`src/rtl/wb_port_arbiter_pkg.sv`:
```
`default_nettype none
// ============================================================================
// Module  : wb_port_arbiter_pkg
// Purpose : Shared types and constants for the register-file write-port
//           arbiter. The writeback request type is used as the payload of the
//           long-latency result FIFO.
// Contents: c_REG_ADDR_W, c_XLEN, wb_req_t, f_is_claim()
// Revision: 1.0 - initial release
// ============================================================================
package wb_port_arbiter_pkg;

  localparam int c_REG_ADDR_W = 5;
  localparam int c_XLEN       = 32;

  // One register-file write: destination and data.
  typedef struct packed {
    logic [c_REG_ADDR_W-1:0] rd;
    logic [c_XLEN-1:0]       data;
  } wb_req_t;

  // A write to x0 is architecturally a no-op and must never claim the port.
  function automatic logic f_is_claim(input logic we, input logic [c_REG_ADDR_W-1:0] rd);
    return we && (rd != '0);
  endfunction

endpackage : wb_port_arbiter_pkg
`default_nettype wire

```
`src/rtl/wb_port_arbiter_sync_fifo.sv`:
```
`default_nettype none
// ============================================================================
// Module  : sync_fifo
// Purpose : Generic single-clock FIFO. Push when full and pop when empty are
//           ignored. Simultaneous push and pop leave the count unchanged.
//           Pointers wrap naturally (DEPTH must be a power of 2, >= 2).
// Ports   : clk, rst_n (sync, active low)
//           i_push, i_data  - write side
//           i_pop, o_data   - read side (o_data shows the head, first-word
//                             fall-through)
//           o_full, o_empty, o_count - occupancy ($clog2(DEPTH)+1 bits)
// Revision: 1.0 - initial release
// ============================================================================
module sync_fifo #(
  parameter int WIDTH = 37,
  parameter int DEPTH = 4
) (
  input  logic                   clk,
  input  logic                   rst_n,
  input  logic                   i_push,
  input  logic [WIDTH-1:0]       i_data,
  input  logic                   i_pop,
  output logic [WIDTH-1:0]       o_data,
  output logic                   o_full,
  output logic                   o_empty,
  output logic [$clog2(DEPTH):0] o_count
);

  localparam int                 c_PTR_W = $clog2(DEPTH);
  localparam logic [c_PTR_W:0]   c_FULL  = (c_PTR_W+1)'(DEPTH);

  logic [WIDTH-1:0]   r_mem [DEPTH];
  logic [c_PTR_W-1:0] r_wr_ptr;
  logic [c_PTR_W-1:0] r_rd_ptr;
  logic [c_PTR_W:0]   r_count;
  logic               w_do_push;
  logic               w_do_pop;

  assign o_full    = (r_count == c_FULL);
  assign o_empty   = (r_count == '0);
  assign o_count   = r_count;
  assign o_data    = r_mem[r_rd_ptr];
  assign w_do_push = i_push && !o_full;
  assign w_do_pop  = i_pop && !o_empty;

  always_ff @(posedge clk) begin
    if (!rst_n) begin
      r_wr_ptr <= '0;
      r_rd_ptr <= '0;
      r_count  <= '0;
    end else begin
      if (w_do_push) r_wr_ptr <= r_wr_ptr + 1'b1;
      if (w_do_pop)  r_rd_ptr <= r_rd_ptr + 1'b1;
      case ({w_do_push, w_do_pop})
        2'b10:   r_count <= r_count + 1'b1;
        2'b01:   r_count <= r_count - 1'b1;
        default: r_count <= r_count;
      endcase
    end
  end

  // Storage carries no reset; validity is tracked by the pointers/count.
  always_ff @(posedge clk) begin
    if (w_do_push) r_mem[r_wr_ptr] <= i_data;
  end

endmodule : sync_fifo
`default_nettype wire

```
`src/rtl/wb_port_arbiter.sv`:
```
`default_nettype none
// ============================================================================
// Module  : wb_port_arbiter
// Purpose : Shares the single register-file write port between the pipeline
//           writeback and a long-latency (mul/div) result stream. Pipeline
//           writes win; long-latency results queue in a FIFO and drain into
//           idle port cycles.
// Config  : define WBARB_STARVE_GUARD_EN to add a starvation guard that stalls
//           the pipeline for one cycle after STARVE_LIMIT blocked cycles of
//           the FIFO head. Undefined: wb_stall is tied low.
// Ports   : clk, rst_n (sync, active low)
//           RegWriteW/RdW/ResultW    - pipeline writeback request
//           ll_valid/ll_ready/ll_rd/ll_data - long-latency result handshake
//           rf_we/rf_rd/rf_wd        - register-file write port
//           ll_pending               - FIFO non-empty, to hazard unit
//           wb_stall                 - freeze MEM/WB and earlier (registered)
// Revision: 1.0 - initial release
// ============================================================================
module wb_port_arbiter
  import wb_port_arbiter_pkg::*;
#(
  parameter int DEPTH        = 4,
  parameter int STARVE_LIMIT = 8
) (
  input  logic                    clk,
  input  logic                    rst_n,
  input  logic                    RegWriteW,
  input  logic [c_REG_ADDR_W-1:0] RdW,
  input  logic [c_XLEN-1:0]       ResultW,
  input  logic                    ll_valid,
  output logic                    ll_ready,
  input  logic [c_REG_ADDR_W-1:0] ll_rd,
  input  logic [c_XLEN-1:0]       ll_data,
  output logic                    rf_we,
  output logic [c_REG_ADDR_W-1:0] rf_rd,
  output logic [c_XLEN-1:0]       rf_wd,
  output logic                    ll_pending,
  output logic                    wb_stall
);

  wb_req_t                 w_push_req;
  wb_req_t                 w_head;
  logic                    w_push;
  logic                    w_pop;
  logic                    w_full;
  logic                    w_empty;
  logic [$clog2(DEPTH):0]  w_count;
  logic                    w_pw;
  logic                    w_pipe_gnt;

  // ---------------------------------------------------------------------------
  // Long-latency result FIFO. rd=0 results complete the handshake but are
  // never stored, so they can never reach the port.
  // ---------------------------------------------------------------------------
  assign ll_ready   = !w_full;
  assign ll_pending = (w_count != '0);
  assign w_push     = ll_valid && ll_ready && (ll_rd != '0);
  assign w_push_req = '{rd: ll_rd, data: ll_data};

  sync_fifo #(
    .WIDTH ($bits(wb_req_t)),
    .DEPTH (DEPTH)
  ) u_ll_fifo (
    .clk     (clk),
    .rst_n   (rst_n),
    .i_push  (w_push),
    .i_data  (w_push_req),
    .i_pop   (w_pop),
    .o_data  (w_head),
    .o_full  (w_full),
    .o_empty (w_empty),
    .o_count (w_count)
  );

  // ---------------------------------------------------------------------------
  // Grant. During wb_stall the pipeline request is ignored (it is held
  // upstream and re-presented), so the head goes out unconditionally.
  // Both grants are suppressed in the reset cycle.
  // ---------------------------------------------------------------------------
  assign w_pw       = f_is_claim(RegWriteW, RdW);
  assign w_pipe_gnt = rst_n && !wb_stall && w_pw;
  assign w_pop      = rst_n && !w_empty && (wb_stall || !w_pw);

  always_comb begin
    rf_we = 1'b0;
    rf_rd = '0;
    rf_wd = '0;
    if (w_pipe_gnt) begin
      rf_we = 1'b1;
      rf_rd = RdW;
      rf_wd = ResultW;
    end else if (w_pop) begin
      rf_we = 1'b1;
      rf_rd = w_head.rd;
      rf_wd = w_head.data;
    end
  end

`ifdef WBARB_STARVE_GUARD_EN
  // ---------------------------------------------------------------------------
  // Starvation guard. The counter holds the number of consecutive cycles the
  // head has been blocked; reaching STARVE_LIMIT (assumed >= 2) schedules one
  // stall cycle in which the head is forced out.
  // ---------------------------------------------------------------------------
  typedef enum logic [1:0] {
    S_IDLE  = 2'd0,
    S_BLOCK = 2'd1,
    S_STALL = 2'd2
  } starve_state_e;

  localparam int                  c_SCNT_W = $clog2(STARVE_LIMIT + 1);
  localparam logic [c_SCNT_W-1:0] c_LIMIT  = c_SCNT_W'(STARVE_LIMIT);

  starve_state_e         r_state;
  starve_state_e         w_state_nxt;
  logic [c_SCNT_W-1:0]   r_scnt;
  logic [c_SCNT_W-1:0]   w_scnt_nxt;
  logic [c_SCNT_W-1:0]   w_scnt_inc;
  logic                  w_head_blocked;

  assign w_head_blocked = !w_empty && !w_pop;
  assign w_scnt_inc     = r_scnt + 1'b1;

  always_ff @(posedge clk) begin
    if (!rst_n) begin
      r_state <= S_IDLE;
      r_scnt  <= '0;
    end else begin
      r_state <= w_state_nxt;
      r_scnt  <= w_scnt_nxt;
    end
  end

  always_comb begin
    w_state_nxt = r_state;
    w_scnt_nxt  = r_scnt;
    case (r_state)
      S_IDLE: begin
        if (w_head_blocked) begin
          w_state_nxt = S_BLOCK;
          w_scnt_nxt  = c_SCNT_W'(1);
        end else begin
          w_scnt_nxt  = '0;
        end
      end
      S_BLOCK: begin
        if (w_head_blocked) begin
          w_scnt_nxt = w_scnt_inc;
          if (w_scnt_inc == c_LIMIT) w_state_nxt = S_STALL;
        end else begin
          w_state_nxt = S_IDLE;
          w_scnt_nxt  = '0;
        end
      end
      default: begin
        w_state_nxt = S_IDLE;
        w_scnt_nxt  = '0;
      end
    endcase
  end

  always_comb begin
    wb_stall = 1'b0;
    if (r_state == S_STALL) wb_stall = 1'b1;
  end
`else
  assign wb_stall = 1'b0;
`endif

endmodule : wb_port_arbiter
`default_nettype wire
```
`config.mk`:
```
export PLATFORM = sky130hd
export DESIGN_NAME = wb_port_arbiter
export DESIGN_NICKNAME = d
export VERILOG_FILES = /design/src/rtl/wb_port_arbiter_pkg.sv /design/src/rtl/wb_port_arbiter_sync_fifo.sv /design/src/rtl/wb_port_arbiter.sv
export SDC_FILE = /design/constraint.sdc
export NUM_CORES = 1
export LEC_CHECK = 0
export CAP_MARGIN = 20
export CORE_MARGIN = 1.5
export CORE_UTILIZATION = 30
export DETAILED_ROUTE_END_ITERATION = 7
export HOLD_SLACK_MARGIN = 0.08
export MAX_ROUTING_LAYER = met4
export SLEW_MARGIN = 20
export SYNTH_ARGS = -nofsm -noshare
export SYNTH_HDL_FRONTEND = slang
export SYNTH_SLANG_ARGS = --single-unit
```
`constraint.sdc`:
```
create_clock -name clk -period 3.3 [get_ports clk]
set_clock_uncertainty 0.05 [all_clocks]
set_input_delay 0.33 -clock clk [delete_from_list [all_inputs] [get_ports clk]]
set_output_delay 0.33 -clock clk [all_outputs]
set_load 0.02 [all_outputs]
```
==> results of run 1 <==
==> what timing repair did <==
item,4_1_cts,5_1_grt
endpoints found under the setup margin,0,24
gates resized for setup,0,1
hold buffers,0,0
==> flip-flops by register name, indices dropped and copies added (netlist names), named ones only <==
register and count:
u_ll_fifo.r_wr_ptr 2, u_ll_fifo.r_mem 148, u_ll_fifo.o_count 3, u_ll_fifo.r_rd_ptr 2
==> layer usage <==
layer	up-vias	global-route usage
li1	1734	-
met1	1868	0.169
met2	113	0.241
met3	11	0.0376
met4	0	0.0337
met5	-	-
==> synth_stat cells (2+ instances only) <==
cell,count,area share
nor3_1,2,0.0016
ha_1,5,0.0098
or4_1,2,0.0023
dfxtp_1,9,0.028
edfxtp_1,148,0.69
xor2_1,2,0.0027
inv_1,9,0.0053
a21oi_1,44,0.034
nand3_1,38,0.030
nor2_1,4,0.0023
o21ai_0,2,0.0016
mux4_2,37,0.13
and2_1,4,0.0039
clkbuf_1,18,0.011
buf_2,6,0.0047
nand2_1,39,0.023
==> how the worst max path moves through the flow <==
stage	to	cells past startpoint
after floorplan	u_ll_fifo.o_count[2]	11
after global placement	u_ll_fifo.o_count[2]	10
after detailed placement	u_ll_fifo.o_count[2]	10
after CTS	rf_wd[6]	6
after global routing	rf_wd[30]	7
final	rf_wd[21]	7
==> power groups by stage <==
stage / Sequential (mW) / Clock (mW) / Combinational, mW
3_5_place_dp: 2.46 / 0 / 1.09
6_report: 2.41 / 1.78 / 1.07
2_1_floorplan: 2.40 / 0 / 0.660
4_1_cts: 2.42 / 1.84 / 1.09
3_3_place_gp: 2.45 / 0 / 1.07
5_1_grt: 2.43 / 1.92 / 1.17
==> logic make-up (layout without fill, tap and decap cells) <==
group,after synthesis,count (layout),share of synthesized area
flops,157,157,0.722
simple gates,92,92,0.0668
compound gates,50,50,0.0406
mux,37,37,0.130
buf+inv,35,168,0.0234
fa+ha+maj,6,6,0.0129
xor+xnor,3,3,0.00410
other cells,1,1,0.000585
==> cell type report <==
type	instances	area [um^2]	share of cell area
flip-flops and latches	157	4630	0.544
repair buffers	127	1300	0.152
clock buffers	17	425	0.0500
clock inverters	15	125	0.0147
inverters	9	33.8	0.00397
multi-input cells	189	1660	0.195
well taps	275	344	0.0404
==> through the flow <==
stage / instance area, um^2 / std cells
final: 8520 / 789
after global routing: 8520 / 789
after CTS: 8510 / 789
after detailed placement: 7960 / 757
after global placement: 7960 / 757
after floorplan: 6410 / 381
==> worst reg2reg max path: stages, from the launching register on <==
cell,delay (ns)
dfxtp_1,0.38
or3b_2,0.49
o211a_1,0.23
inv_1,0.10
ha_1,0.18
inv_1,0.07
fa_1,0.43
xor2_1,0.16
or3_1,0.31
a21oi_1,0.15
==> results by group, run 1 <==
STA
  • Final-report hold violation count: 0
  • Final Slew Violations: 0
  • Setup TNS: 0 ns
  • Slew margin rel.: 0.576
  • Fin Hold WS: 0.435 ns
  • Max frequency: 329 MHz
  • Final setup fails: 0
  • Tcrit/Tclk final: 0.921
  • RSZ-0062 raised after global routing: no
  • Post-route worst setup slack: 0.261 ns
  • Worst-margin pin slew: 0.637 ns
  • Fin crit period: 3.04 ns

Setup path
  • Worst flop-to-flop path startpoint: u_ll_fifo.o_count[2]
  • Cells along the critical path: clkdlybuf4s50_1 > or4_4 > o21ai_4 > buf_4 > nand3_1 > a21oi_1 > clkdlybuf4s50_1
  • Most used cell along the critical path: clkdlybuf4s50_1
  • Worst Path Max Fanout: 15
  • Crit Path Class: in -> out
  • Crit path max-delay family: buffers and inverters
  • Reg2reg setup slack: 0.67 ns
  • CP arrival: 2.66 ns
  • Worst Path Buf+Inv: 3
  • Slowest CP cell: clkdlybuf4s50_1
  • Crit path launch: RdW[1]
  • Worst setup EP type: output port
  • Crit-path max cell delay: 0.62 ns
  • Worst R2R Path Depth: 9
  • CP startpoint kind: input pin
  • Worst path required time: 2.92 ns
  • Capturing point of the worst reg2reg path: u_ll_fifo.o_count[2]

Synth
  • Async S/R FF share, synth: 0
  • Synthesized cell area: 0.00641 mm^2
  • Avg Cell Area, Syn: 16.8 um^2
  • EDFF count, synth: 148
  • Syn_nets: 465
  • Yosys reg bits: 157
  • Yosys Warn Count: 0
  • Syn Inst Count: 381
  • Top FF cell, synth: edfxtp_1
  • Synth cell types: 28
  • Sequential share of the synthesized area: 0.722

Cells and area
  • Final Util: 0.406
  • Most common cell after layout, fill and taps aside: edfxtp_1
  • Area Growth Syn to Fin: 32.9%
  • Antenna Cells: 0
  • Most frequent cells in the layout: edfxtp_1, clkdlybuf4s50_1, a21oi_1
  • Fillers: 1986
  • Final net count: 585
  • Layout cells sized above 1: 0.175

Route
  • Top sig layer: met4
  • Met2 wire len: 7470 um
  • Met3 WL: 733 um
  • Wirelength, routed: 14500 um
  • Drt drc: 0
  • ANT nets after route: 0
  • Routed wire per std cell: 18.3 um
  • Pre-Repair DR Iteration Count: 7
  • Vias/cell: 4.72
  • DR vias: 3726
  • Initial DRC count: 154
  • Met1 Wirelength: 6170 um

Power and ir drop
  • Psw: 1.38 mW
  • Internal: 3.88 mW
  • Combinational Power Share: 0.203
  • Peak VDD IR: 0.000330 V
  • Switching Share: 0.263
  • Tot Pwr: 5.26 mW
  • Leakage dissipation: 2.70 nW
  • Sequential power share: 0.458
  • Clock Power Share: 0.339
  • PD cells: 618 mW/mm^2

Clocking
  • Worst-path clk slew: 0.06 ns
  • Root buf cell: clkbuf_16
  • H-tree levels: 4
  • Worst-Skew Late Latency: 0.41 ns
  • Post-CTS Setup Inserts: 0
  • Clk sink count: 157
  • CTS tree: built
  • CTS Buf Count: 17
  • Clock Path Buffers: 2

Placement
  • IO buf count: 117
  • DP Worst Slack: 0.106 ns
  • GP Congestion: 0.664
  • HPWL Detailed: 8850 um

Global route
  • Gr ovfl total: 0
  • First-pass GRT wire length: 22300 um
  • Number of global-route vias before repair: 4004
  • Total Routing Usage GR: 0.142
  • Largest net degree at the start of global routing: 47
  • Initial antenna violation count: 0

Floorplan
  • CORE AREA: 0.0210 mm^2
  • FP Rows: 53
  • Die area: 0.0222 mm^2
  • Die height: 149 um
  • Chip width: 149 um
  • Initial core utilization: 0.306
  • Top Ports: 119

Min path
  • Hold_sp: u_ll_fifo.r_rd_ptr[1]
  • Worst Hold Class: reg -> reg
  • Hold Path Depth: 2

Run status
  • Outcome: completed

Run
  • Max Cap Violations: 0
No activity file was read; power rests on OpenSTA's default activity.
==> run 2: changes to the inputs <==
--- a/config.mk
+++ b/config.mk
@@ -5,6 +5,7 @@
 export SDC_FILE = /design/constraint.sdc
 export NUM_CORES = 1
 export LEC_CHECK = 0
+export ABC_AREA = 1
 export CAP_MARGIN = 20
 export CORE_MARGIN = 1.5
 export CORE_UTILIZATION = 30
==> run 2 against run 1 <==
Global-route usage fell by 0.58 points; cell count rose by 22%; maximum frequency rose by 1.2%; sequential power fell by 3%; critical path depth fell by 1.
==> results by group, run 2 <==
STA
  • Worst-margin pin slew: 0.594 ns (-0.0425 ns)
  • Final-report hold violation count: 0 (unchanged)
  • Final Slew Violations: 0 (unchanged)
  • Post-route worst setup slack: 0.295 ns (+0.0347 ns)
  • Tcrit/Tclk final: 0.910 (-0.0105)
  • Slew margin rel.: 0.604 (+0.0283)
  • Max frequency: 333 MHz (+1.2%)
  • Fin crit period: 3.00 ns (-0.0347 ns)
  • RSZ-0062 raised after global routing: no
  • Final setup fails: 0 (unchanged)
  • Setup TNS: 0 ns (unchanged)
  • Fin Hold WS: 0.470 ns (+0.0351 ns)

Route
  • ANT nets after route: 0 (unchanged)
  • Drt drc: 0 (unchanged)
  • DR vias: 4354 (+17%)
  • Routed wire per std cell: 15.1 um (-17%)
  • Pre-Repair DR Iteration Count: 6 (-1)
  • Wirelength, routed: 14500 um (+0.39%)
  • Initial DRC count: 166 (+7.8%)
  • Vias/cell: 4.54 (-4.0%)

Setup path
  • Slowest CP cell: clkdlybuf4s50_1
  • Worst path required time: 2.92 ns (about the same)
  • Crit-path max cell delay: 0.62 ns (about the same)
  • End of the critical path: rf_wd[22]
  • CP startpoint kind: register
  • CP arrival: 2.62 ns (-0.04 ns)
  • Cells along the critical path: buf_4 > o21ai_0 > o22ai_1 > nand2_1 > nand2_1 > clkdlybuf4s50_1
  • Worst flop-to-flop path startpoint: u_ll_fifo.o_count[2]
  • Worst Path Max Fanout: 38 (+23)
  • Capturing point of the worst reg2reg path: u_ll_fifo.o_count[2]
  • Worst R2R Path Depth: 13 (+4)
  • Most used cell along the critical path: nand2_1
  • Crit Path Class: reg -> out
  • Reg2reg setup slack: 1.15 ns (+0.48 ns)
  • Worst setup EP type: output port

Run status
  • Outcome: completed

Power and ir drop
  • Clock Power Share: 0.398 (+0.059)
  • Internal: 3.85 mW (-0.79%)
  • Combinational Power Share: 0.135 (-0.068)
  • PD cells: 580 mW/mm^2 (-6.1%)
  • Sequential power share: 0.467 (+0.009)
  • Leakage dissipation: 3.06 nW (+14%)
  • Peak VDD IR: 0.000325 V (-1.3%)
  • Switching Share: 0.229 (-0.0336)
  • Psw: 1.15 mW (-17%)

Synth
  • Async S/R FF share, synth: 0 (unchanged)
  • Yosys Warn Count: 0 (unchanged)
  • Avg Cell Area, Syn: 11.8 um^2 (-30%)
  • Syn_nets: 636 (+37%)
  • Top FF cell, synth: edfxtp_1
  • Synth cell types: 27 (-3.6%)
  • Synth top area cells: edfxtp_1, nand2_1, nor2_1
  • Synthesized cell area: 0.00651 mm^2 (+1.6%)
  • Sequential share of the synthesized area: 0.710 (-0.0114)
  • Top cell type's share of synthesized area: 0.683 (-0.0109)
  • Commonest cells post-synth: edfxtp_1, nand2_1, nor2_1, o21ai_0, o22ai_1
  • EDFF count, synth: 148 (unchanged)
  • Cell taking the most area after synthesis: edfxtp_1
  • Most frequent cell after synthesis: edfxtp_1
  • Syn Inst Count: 552 (+45%)
  • Yosys reg bits: 157 (unchanged)

Cells and area
  • Area occupied by multi-input gates: 0.00164 mm^2 (-1.2%)
  • Final net count: 756 (+29%)
  • Area Growth Syn to Fin: 32.1%
  • Most common cell after layout, fill and taps aside: edfxtp_1
  • Total area of sequential cells: 0.00463 mm^2 (about the same)
  • Fillers: 1996 (+0.50%)
  • Antenna Cells: 0 (unchanged)
  • Max reg flops: 148 (unchanged)
  • Most frequent cells in the layout: edfxtp_1, clkdlybuf4s50_1, nand2_1
  • Layout cells sized above 1: 0.0832 (-0.0919)
  • Final Util: 0.407 (about the same)
  • Most flop-heavy register: u_ll_fifo.r_mem

Placement
  • IO buf count: 117 (unchanged)
  • GP Congestion: 0.724 (+8.9%)
  • HPWL Detailed: 8860 um (+0.15%)
  • DP Worst Slack: 0.599 ns (+0.494 ns)

Floorplan
  • CORE AREA: 0.0212 mm^2 (+0.95%)
  • Initial core utilization: 0.308 (+0.00197)
  • Chip width: 150 um (+0.78%)
  • Top Ports: 119 (unchanged)
  • Die area: 0.0226 mm^2 (+1.6%)
  • FP Rows: 53 (unchanged)
  • Die height: 150 um (+0.78%)

Clocking
  • Root buf cell: clkbuf_16
  • Clk sink count: 157 (unchanged)
  • Post-CTS Setup Inserts: 0 (unchanged)
  • CTS tree: built
  • CTS Buf Count: 17 (unchanged)
  • Worst-path clk slew: 0.06 ns (about the same)
  • Worst-Skew Late Latency: 0.43 ns (+0.02 ns)
  • CTS Hold Bufs: 0 (unchanged)
  • H-tree levels: 4 (unchanged)
  • Clock Path Buffers: 2 (unchanged)
  • Post-CTS Resized: 0 (unchanged)

Min path
  • Worst Hold Class: reg -> reg

Global route
  • Largest net degree at the start of global routing: 39 (-17%)
  • Total Routing Usage GR: 0.136 (-0.00579)
  • Initial antenna violation count: 0 (unchanged)
  • Gr ovfl total: 0 (unchanged)
  • First-pass GRT wire length: 22000 um (-1.4%)
  • Number of global-route vias before repair: 4197 (+4.8%)

Run
  • Max Cap Violations: 0 (unchanged)
==> run 2: cell count changes in the layout (fill, tap and decap cells not counted), sizes merged, moves of 5 or more <==
cell   change
a21oi     -39
buf        +5
inv        +8
mux4      -37
nand2     +80
nand3     -34
nor2      +89
o21ai     +74
o22ai     +37
==> run 2: cell families (layout without fill, tap and decap cells) <==
group | after synthesis | in the layout | share of synthesized area
AO/OA/AOI/OAI | 121 | 121 | 0.101
AND/OR/NAND/NOR | 218 | 218 | 0.132
XOR/XNOR | 1 | 1 | 0.00135
other | 1 | 1 | 0.000576
buffers and inverters | 48 | 181 | 0.0423
adder cells (fa/ha/maj) | 6 | 6 | 0.0127
flip-flops | 157 | 157 | 0.710
==> run 2: routing by layer <==
layer | track usage | vias to the layer above | share of wire
li1 | - | 2184 | -
met1 | 0.154 | 2060 | 0.43
met2 | 0.235 | 93 | 0.52
met3 | 0.0358 | 17 | 0.041
met4 | 0.0461 | 0 | 0.013
met5 | - | - | 0
==> run 2: cell type report <==
| cell class | count | area share |
|---|---|---|
| inverters | 17 | 0.00742 |
| clock buffers | 21 | 0.0512 |
| well taps | 275 | 0.0400 |
| clock inverters | 11 | 0.0193 |
| multi-input cells | 347 | 0.191 |
| flip-flops and latches | 157 | 0.538 |
| repair buffers | 132 | 0.154 |
==> run 2: worst min path at each step <==
stage	start	to	cells after the start
detailed placement	u_ll_fifo.o_count[2]	u_ll_fifo.o_count[2]	2
global route	ll_data[7]	u_ll_fifo.r_mem[0][7]	1
finish	u_ll_fifo.r_wr_ptr[0]	u_ll_fifo.r_wr_ptr[0]	2
global placement	u_ll_fifo.o_count[2]	u_ll_fifo.o_count[2]	2
CTS	u_ll_fifo.o_count[2]	u_ll_fifo.o_count[2]	2
floorplan	ll_data[0]	u_ll_fifo.r_mem[0][0]	0
==> run 2: metrics by stage <==
step                area (um^2)  total power [mW]  instances
global placement           8000              3.06        928
detailed placement         8000              3.06        928
finish                     8600              4.99        960
CTS                        8600              5.05        960
global route               8600              5.19        960
floorplan                  6510              2.74        552
==> run 2: critical path: cells and delay by family (launching register included) <==
family,cells,cell delay (ns)
DFF,1,0.56
buffers and inverters,2,1.05
and+or+nand+nor,2,0.16
AOI/OAI and AO/OA,2,0.42
==> run 2: power by group through the flow <==
stage / clock network, mW / registers, mW / logic (mW)
after global routing: 2.10 / 2.34 / 0.744
after detailed placement: 0 / 2.37 / 0.688
after floorplan: 0 / 2.37 / 0.377
after CTS: 2.03 / 2.33 / 0.691
after global placement: 0 / 2.37 / 0.684
final: 1.99 / 2.33 / 0.675
==> run 3: changes to the inputs <==
--- a/config.mk
+++ b/config.mk
@@ -9,6 +9,7 @@
 export CAP_MARGIN = 20
 export CORE_MARGIN = 1.5
 export CORE_UTILIZATION = 30
+export CTS_CLUSTER_DIAMETER = 200
 export DETAILED_ROUTE_END_ITERATION = 7
 export HOLD_SLACK_MARGIN = 0.08
 export MAX_ROUTING_LAYER = met4
==> results of run 3 <==
Same layout as run 2: the final DEF is identical, and so are final timing and power.
